<file path="config.mk">
export PLATFORM = sky130hd
export DESIGN_NAME = hazard_ctrl
export DESIGN_NICKNAME = d
export VERILOG_FILES = /design/src/rtl/core_pkg.sv /design/src/rtl/fwd_unit.sv /design/src/rtl/hazard_ctrl.sv
export SDC_FILE = /design/constraint.sdc
export NUM_CORES = 1
export LEC_CHECK = 0
export BUFFER_PORTS_ARGS = -buffer_cell sky130_fd_sc_hd__buf_2
export CAP_MARGIN = 40
export CORE_ASPECT_RATIO = 0.5
export CORE_MARGIN = 10
export CORE_UTILIZATION = 25
export CTS_CLUSTER_SIZE = 24
export DETAILED_ROUTE_END_ITERATION = 8
export PLACE_DENSITY_LB_ADDON = 0.08
export SETUP_SLACK_MARGIN = 0.15
export SLEW_MARGIN = 20
export SYNTH_ARGS = -nofsm -noshare
export SYNTH_HDL_FRONTEND = slang
export SYNTH_SLANG_ARGS = --single-unit
</file>
<file path="constraint.sdc">
create_clock -name clk -period 2.17 [get_ports clk]
set_clock_uncertainty 0.15 [all_clocks]
set_input_delay 0.1085 -clock clk [delete_from_list [all_inputs] [get_ports clk]]
set_output_delay 0.1085 -clock clk [all_outputs]
set_load 0.05 [all_outputs]
</file>
<file path="src/rtl/core_pkg.sv">
// Shared types for the pipeline control slice: hazard FSM states and
// EX-stage forwarding select encodings.
package core_pkg;

  typedef enum logic [1:0] {
    RUN      = 2'd0,
    DIV_WAIT = 2'd1,
    MEM_WAIT = 2'd2
  } hz_state_t;

  localparam logic [1:0] FWD_RF = 2'b00;
  localparam logic [1:0] FWD_W  = 2'b01;
  localparam logic [1:0] FWD_M  = 2'b10;

endpackage

</file>
<file path="src/rtl/fwd_unit.sv">
// Forwarding select for one EX-stage source operand; M has priority over W
// and register 0 is never forwarded.
module fwd_unit
  import core_pkg::*;
(
  input  logic [4:0] src,
  input  logic       reg_write_m,
  input  logic [4:0] write_reg_m,
  input  logic       reg_write_w,
  input  logic [4:0] write_reg_w,
  output logic [1:0] fwd
);

  always_comb begin
    fwd = FWD_RF;
    if (reg_write_m && (write_reg_m != 5'd0) && (write_reg_m == src))
      fwd = FWD_M;
    else if (reg_write_w && (write_reg_w != 5'd0) && (write_reg_w == src))
      fwd = FWD_W;
  end

endmodule

</file>
<file path="src/rtl/hazard_ctrl.sv">
// Pipeline hazard controller: per-stage stall/flush, EX forwarding selects,
// and sequencing of the iterative divider and data-memory wait states.
//
// state    | meaning
// ---------+-----------------------------------------------------------
// RUN      | normal flow; branch and load-use hazards handled here
// DIV_WAIT | divider busy in E; F/D/E held, bubble pushed into M
// MEM_WAIT | data memory has not acked; F..M held, bubble into W
module hazard_ctrl #(
  parameter int DIV_CYCLES  = 32,
  parameter int MEM_TIMEOUT = 255
) (
  input  logic       clk,
  input  logic       rst,
  input  logic [4:0] RsD,
  input  logic [4:0] RtD,
  input  logic [4:0] RsE,
  input  logic [4:0] RtE,
  input  logic [4:0] WriteRegM,
  input  logic [4:0] WriteRegW,
  input  logic       RegWriteM,
  input  logic       RegWriteW,
  input  logic       MemToRegE,
  input  logic       BranchTakenE,
  input  logic       DivStartE,
  input  logic       MemReqM,
  input  logic       MemReadyM,
  output logic       StallF,
  output logic       StallD,
  output logic       StallE,
  output logic       StallM,
  output logic       FlushD,
  output logic       FlushE,
  output logic       FlushM,
  output logic       FlushW,
  output logic [1:0] ForwardAE,
  output logic [1:0] ForwardBE,
  output logic       DivBusy,
  output logic       DivDone,
  output logic       MemErr
);
  import core_pkg::*;

  localparam int DIV_W = $clog2(DIV_CYCLES);

  hz_state_t        state, state_nxt;
  logic [7:0]       mem_cnt, mem_cnt_nxt;
  logic [DIV_W-1:0] div_cnt, div_cnt_nxt;
  logic             div_armed;
  logic             mem_timeout;
  logic             load_use;
  logic             err_set;

  fwd_unit u_fwd_a (
    .src         (RsE),
    .reg_write_m (RegWriteM),
    .write_reg_m (WriteRegM),
    .reg_write_w (RegWriteW),
    .write_reg_w (WriteRegW),
    .fwd         (ForwardAE)
  );

  fwd_unit u_fwd_b (
    .src         (RtE),
    .reg_write_m (RegWriteM),
    .write_reg_m (WriteRegM),
    .reg_write_w (RegWriteW),
    .write_reg_w (WriteRegW),
    .fwd         (ForwardBE)
  );

  assign mem_timeout = (state == MEM_WAIT) && !MemReadyM
                       && (mem_cnt == 8'(MEM_TIMEOUT));
  assign load_use    = MemToRegE && (RtE != 5'd0) && ((RtE == RsD) || (RtE == RtD));

  always_comb begin
    state_nxt   = state;
    mem_cnt_nxt = mem_cnt;
    div_cnt_nxt = div_cnt;
    err_set     = 1'b0;
    StallF      = 1'b0;
    StallD      = 1'b0;
    StallE      = 1'b0;
    StallM      = 1'b0;
    FlushD      = 1'b0;
    FlushE      = 1'b0;
    FlushM      = 1'b0;
    FlushW      = 1'b0;
    DivBusy     = 1'b0;
    DivDone     = 1'b0;
    case (state)
      RUN: begin
        if (MemReqM && !MemReadyM) begin
          {StallF, StallD, StallE, StallM, FlushW} = 5'b11111;
          state_nxt   = MEM_WAIT;
          mem_cnt_nxt = 8'd1;
        end else if (DivStartE && div_armed) begin
          // divider stalls begin next cycle; lower hazards can't coexist with a divide in E
          state_nxt   = DIV_WAIT;
          div_cnt_nxt = DIV_W'(DIV_CYCLES - 1);
        end else if (BranchTakenE) begin
          FlushD = 1'b1;
          FlushE = 1'b1;
        end else if (load_use) begin
          StallF = 1'b1;
          StallD = 1'b1;
          FlushE = 1'b1;
        end
      end
      MEM_WAIT: begin
        if (MemReadyM) begin
          state_nxt   = RUN;
          mem_cnt_nxt = 8'd0;
        end else if (mem_timeout) begin
          state_nxt   = RUN;
          mem_cnt_nxt = 8'd0;
          err_set     = 1'b1;
        end else begin
          {StallF, StallD, StallE, StallM, FlushW} = 5'b11111;
          mem_cnt_nxt = mem_cnt + 8'd1;
        end
      end
      DIV_WAIT: begin
        {StallF, StallD, StallE, FlushM} = 4'b1111;
        DivBusy = 1'b1;
        if (div_cnt == '0) begin
          state_nxt = RUN;
          DivDone   = 1'b1;
        end else begin
          div_cnt_nxt = div_cnt - 1'b1;
        end
      end
      default: state_nxt = RUN;
    endcase
  end

  always_ff @(posedge clk or negedge rst) begin
    if (!rst) begin
      state     <= RUN;
      mem_cnt   <= 8'd0;
      div_cnt   <= '0;
      div_armed <= 1'b1;
      MemErr    <= 1'b0;
    end else begin
      state   <= state_nxt;
      mem_cnt <= mem_cnt_nxt;
      div_cnt <= div_cnt_nxt;
      if (err_set)
        MemErr <= 1'b1;
      // re-arm only once the divide has actually left E
      if (DivDone)
        div_armed <= 1'b0;
      else if (!StallE)
        div_armed <= 1'b1;
    end
  end

endmodule

</file>
==> metrics.txt <==
Crit Path Max Fanout=5; Placed Area=0.00182 sq mm; CORE AREA=0.00547 sq mm; DRT Wirelength=4250 um; Routed Antenna Nets=0; worst setup path class=flip-flop to primary output; Reg clk slew, reported paths=50 ps; input/output buffers=53; post-route cell area=0.00205 sq mm; HPWL Detailed=3370 um; Via density=4.63; Pins Over Slew Limit=0; FILL cells=587; antenna violations before repair=0; status=finished, final reports clean; largest net degree at the start of global routing=18; PwrDens=877 mW/mm^2; GRT Util Overall=0.0886; Num CTS Buffers=3; Post-synth ARST share=1.00; cell count after placement=288; flip-flop and latch count after synthesis=17; measured slew at the worst slew-check pin=564 ps; FMAX=514 MHz; CP Capture Type=primary output; RSZ-0062 raised after global routing=no; commonest non-fill, non-tap cell in the layout=buf_2; Layout Area Growth over Synthesis=45.2%; post-synthesis sequential area ratio=0.303; I/O pin cnt=54; drc violations=0; Skew-Pair Late Insertion Delay=250 ps; Initial DRT Pass Iterations=4; Post-Syn Nets=211; num rows=19; top_reg_cell synth=dfrtp_1; fin crit share=0.897; root buffer cell=clkbuf_16; CTS tree=built; area of the die=0.00923 sq mm; CP Launch Type=flip-flop; # nets final=271; filler-free cell count of the finished design=301; vias in the first global route=1374; Setup WS post-layout=224 ps; Max-Slew Margin vs Limit=0.621; Final Hold Violating Endpoints=0; synth warn=0; total of max-cap violations=0; CTS H-tree lvls=1; min Tclk post-route=1950 ps; count of different cell masters after synthesis=40; Critical Path AT=1690 ps; width of the die=126 um; CTS sink cnt=17; first-pass GRT wire length=6930 um; Pleak=0.000897 uW; most frequent cells in the layout=buf_2, xor2_1, dfrtp_1; Iteration-0 DRC Markers=29; initial core utilization=0.258; Worst VDD drop=303 uV; Worst Hold Class=primary input to flip-flop; worst hold slack=45.5 ps; synthesized area=0.00141 sq mm; wire length per cell=14.1 um; Max clock buf depth=2; gpl congestion=0.896; Final setup viols=0; required time of the critical path=1910 ps; mean post-synth cell area=8.34 sq um; Post-Syn Instances=169; die height=73.1 um; Vias=1393; EDFF count, synth=0; ant diodes=0; dpl ws=165 ps; share of layout cells above drive strength 1=0.390; grt total ovfl=0
-- path summary, 6_finish.rpt --
check / start / end / slack (ps) / cells past startpoint
worst max-delay path: state[0] / StallF / 220 / 5
worst min-delay path: DivStartE / div_cnt[2] / 50 / 3
worst max register to register: div_cnt[0] / div_cnt[4] / 310 / 7
worst min register to register: MemErr / MemErr / 320 / 1
max in group asynchronous: rst / div_armed / 1370 / 2
min in group asynchronous: rst / mem_cnt[1] / 170 / 2
-- what timing repair did --
item | CTS | global route
pin swaps | 1 | 0
setup buffers | 3 | 4
resized for setup | 10 | 11
endpoints found under the setup margin | 6 | 8
hold endpoints to repair | 18 | 1
hold buffers | 1 | 1
-- per-layer routing --
layer	up-vias	wire [um]	track usage
met3	2	248	0.0254
met5	-	0	0
met1	649	2000	0.111
li1	706	-	-
met2	36	1970	0.149
met4	0	31	0.0188
-- cells in the mapped netlist, types with 2 or more instances --
| cell type | n | share of area |
|---|---|---|
| buf_4 | 3 | 0.016 |
| mux2i_1 | 2 | 0.014 |
| o21ai_1 | 3 | 0.011 |
| buf_2 | 2 | 0.0071 |
| nand2_1 | 12 | 0.032 |
| inv_1 | 7 | 0.019 |
| and2_1 | 4 | 0.018 |
| xor2_1 | 27 | 0.17 |
| nand4_1 | 4 | 0.018 |
| dfrtp_1 | 16 | 0.28 |
| or3_1 | 3 | 0.013 |
| nor4_2 | 2 | 0.018 |
| nor2b_1 | 2 | 0.0089 |
| nor4b_1 | 2 | 0.012 |
| clkbuf_1 | 5 | 0.013 |
| ha_1 | 3 | 0.027 |
| xnor2_1 | 6 | 0.037 |
| o21ai_0 | 7 | 0.025 |
| nor2_1 | 9 | 0.024 |
| nor4_1 | 3 | 0.013 |
| and3_1 | 2 | 0.0089 |
| o21bai_1 | 3 | 0.016 |
| nor3_1 | 8 | 0.028 |
| nand3_1 | 7 | 0.025 |
| a21oi_1 | 8 | 0.028 |
| a22o_1 | 2 | 0.012 |
| or4_1 | 4 | 0.021 |
-- worst max-delay path, cell delays in order, from the launching register on --
cell and delay, ps:
dfrtp_1 380, or3b_4 420, a31o_4 250, o21ai_2 70, o21bai_4 150, buf_6 180
-- where the power goes --
part	internal (uW)	leakage [uW]	switching (uW)
Sequential	388	0.000206	57.4
Combinational	390	0.000653	586
Clock	250	0.0000382	123
Total	1030	0.000897	767
-- layout make-up --
type	count	area (sq um)	area share
multi-input cells	134	1020	0.501
flip-flops and latches	17	427	0.208
repair buffers	66	399	0.195
inverters	7	26.3	0.0128
clock buffers	4	78.8	0.0385
well taps	73	91.3	0.0446
-- stage by stage --
step | total power, uW | utilization | TNS [ps]
global placement | 1300 | 0.333 | 0
global route | 1920 | 0.374 | 0
detailed placement | 1300 | 0.333 | 0
CTS | 1750 | 0.358 | 0
floorplan | 1100 | - | -80.1
finish | 1790 | 0.374 | 0
-- sequential cells by signal, indices dropped and copies added (netlist names) --
register	count
div_armed	1
MemErr	1
state	2
mem_cnt	8
div_cnt	5
-- cells by family (layout without fill, tap and decap cells) --
logic type | count (synthesis) | after routing | synth area share
AOI/OAI and AO/OA | 28 | 28 | 0.121
xor gates and xnor gates | 33 | 33 | 0.205
adders and majority gates | 3 | 3 | 0.0266
buffers and inverters | 18 | 77 | 0.0577
DFF | 17 | 17 | 0.303
muxes | 2 | 2 | 0.0142
and+or+nand+nor | 68 | 68 | 0.273
Power figures use the tool's default switching activity.
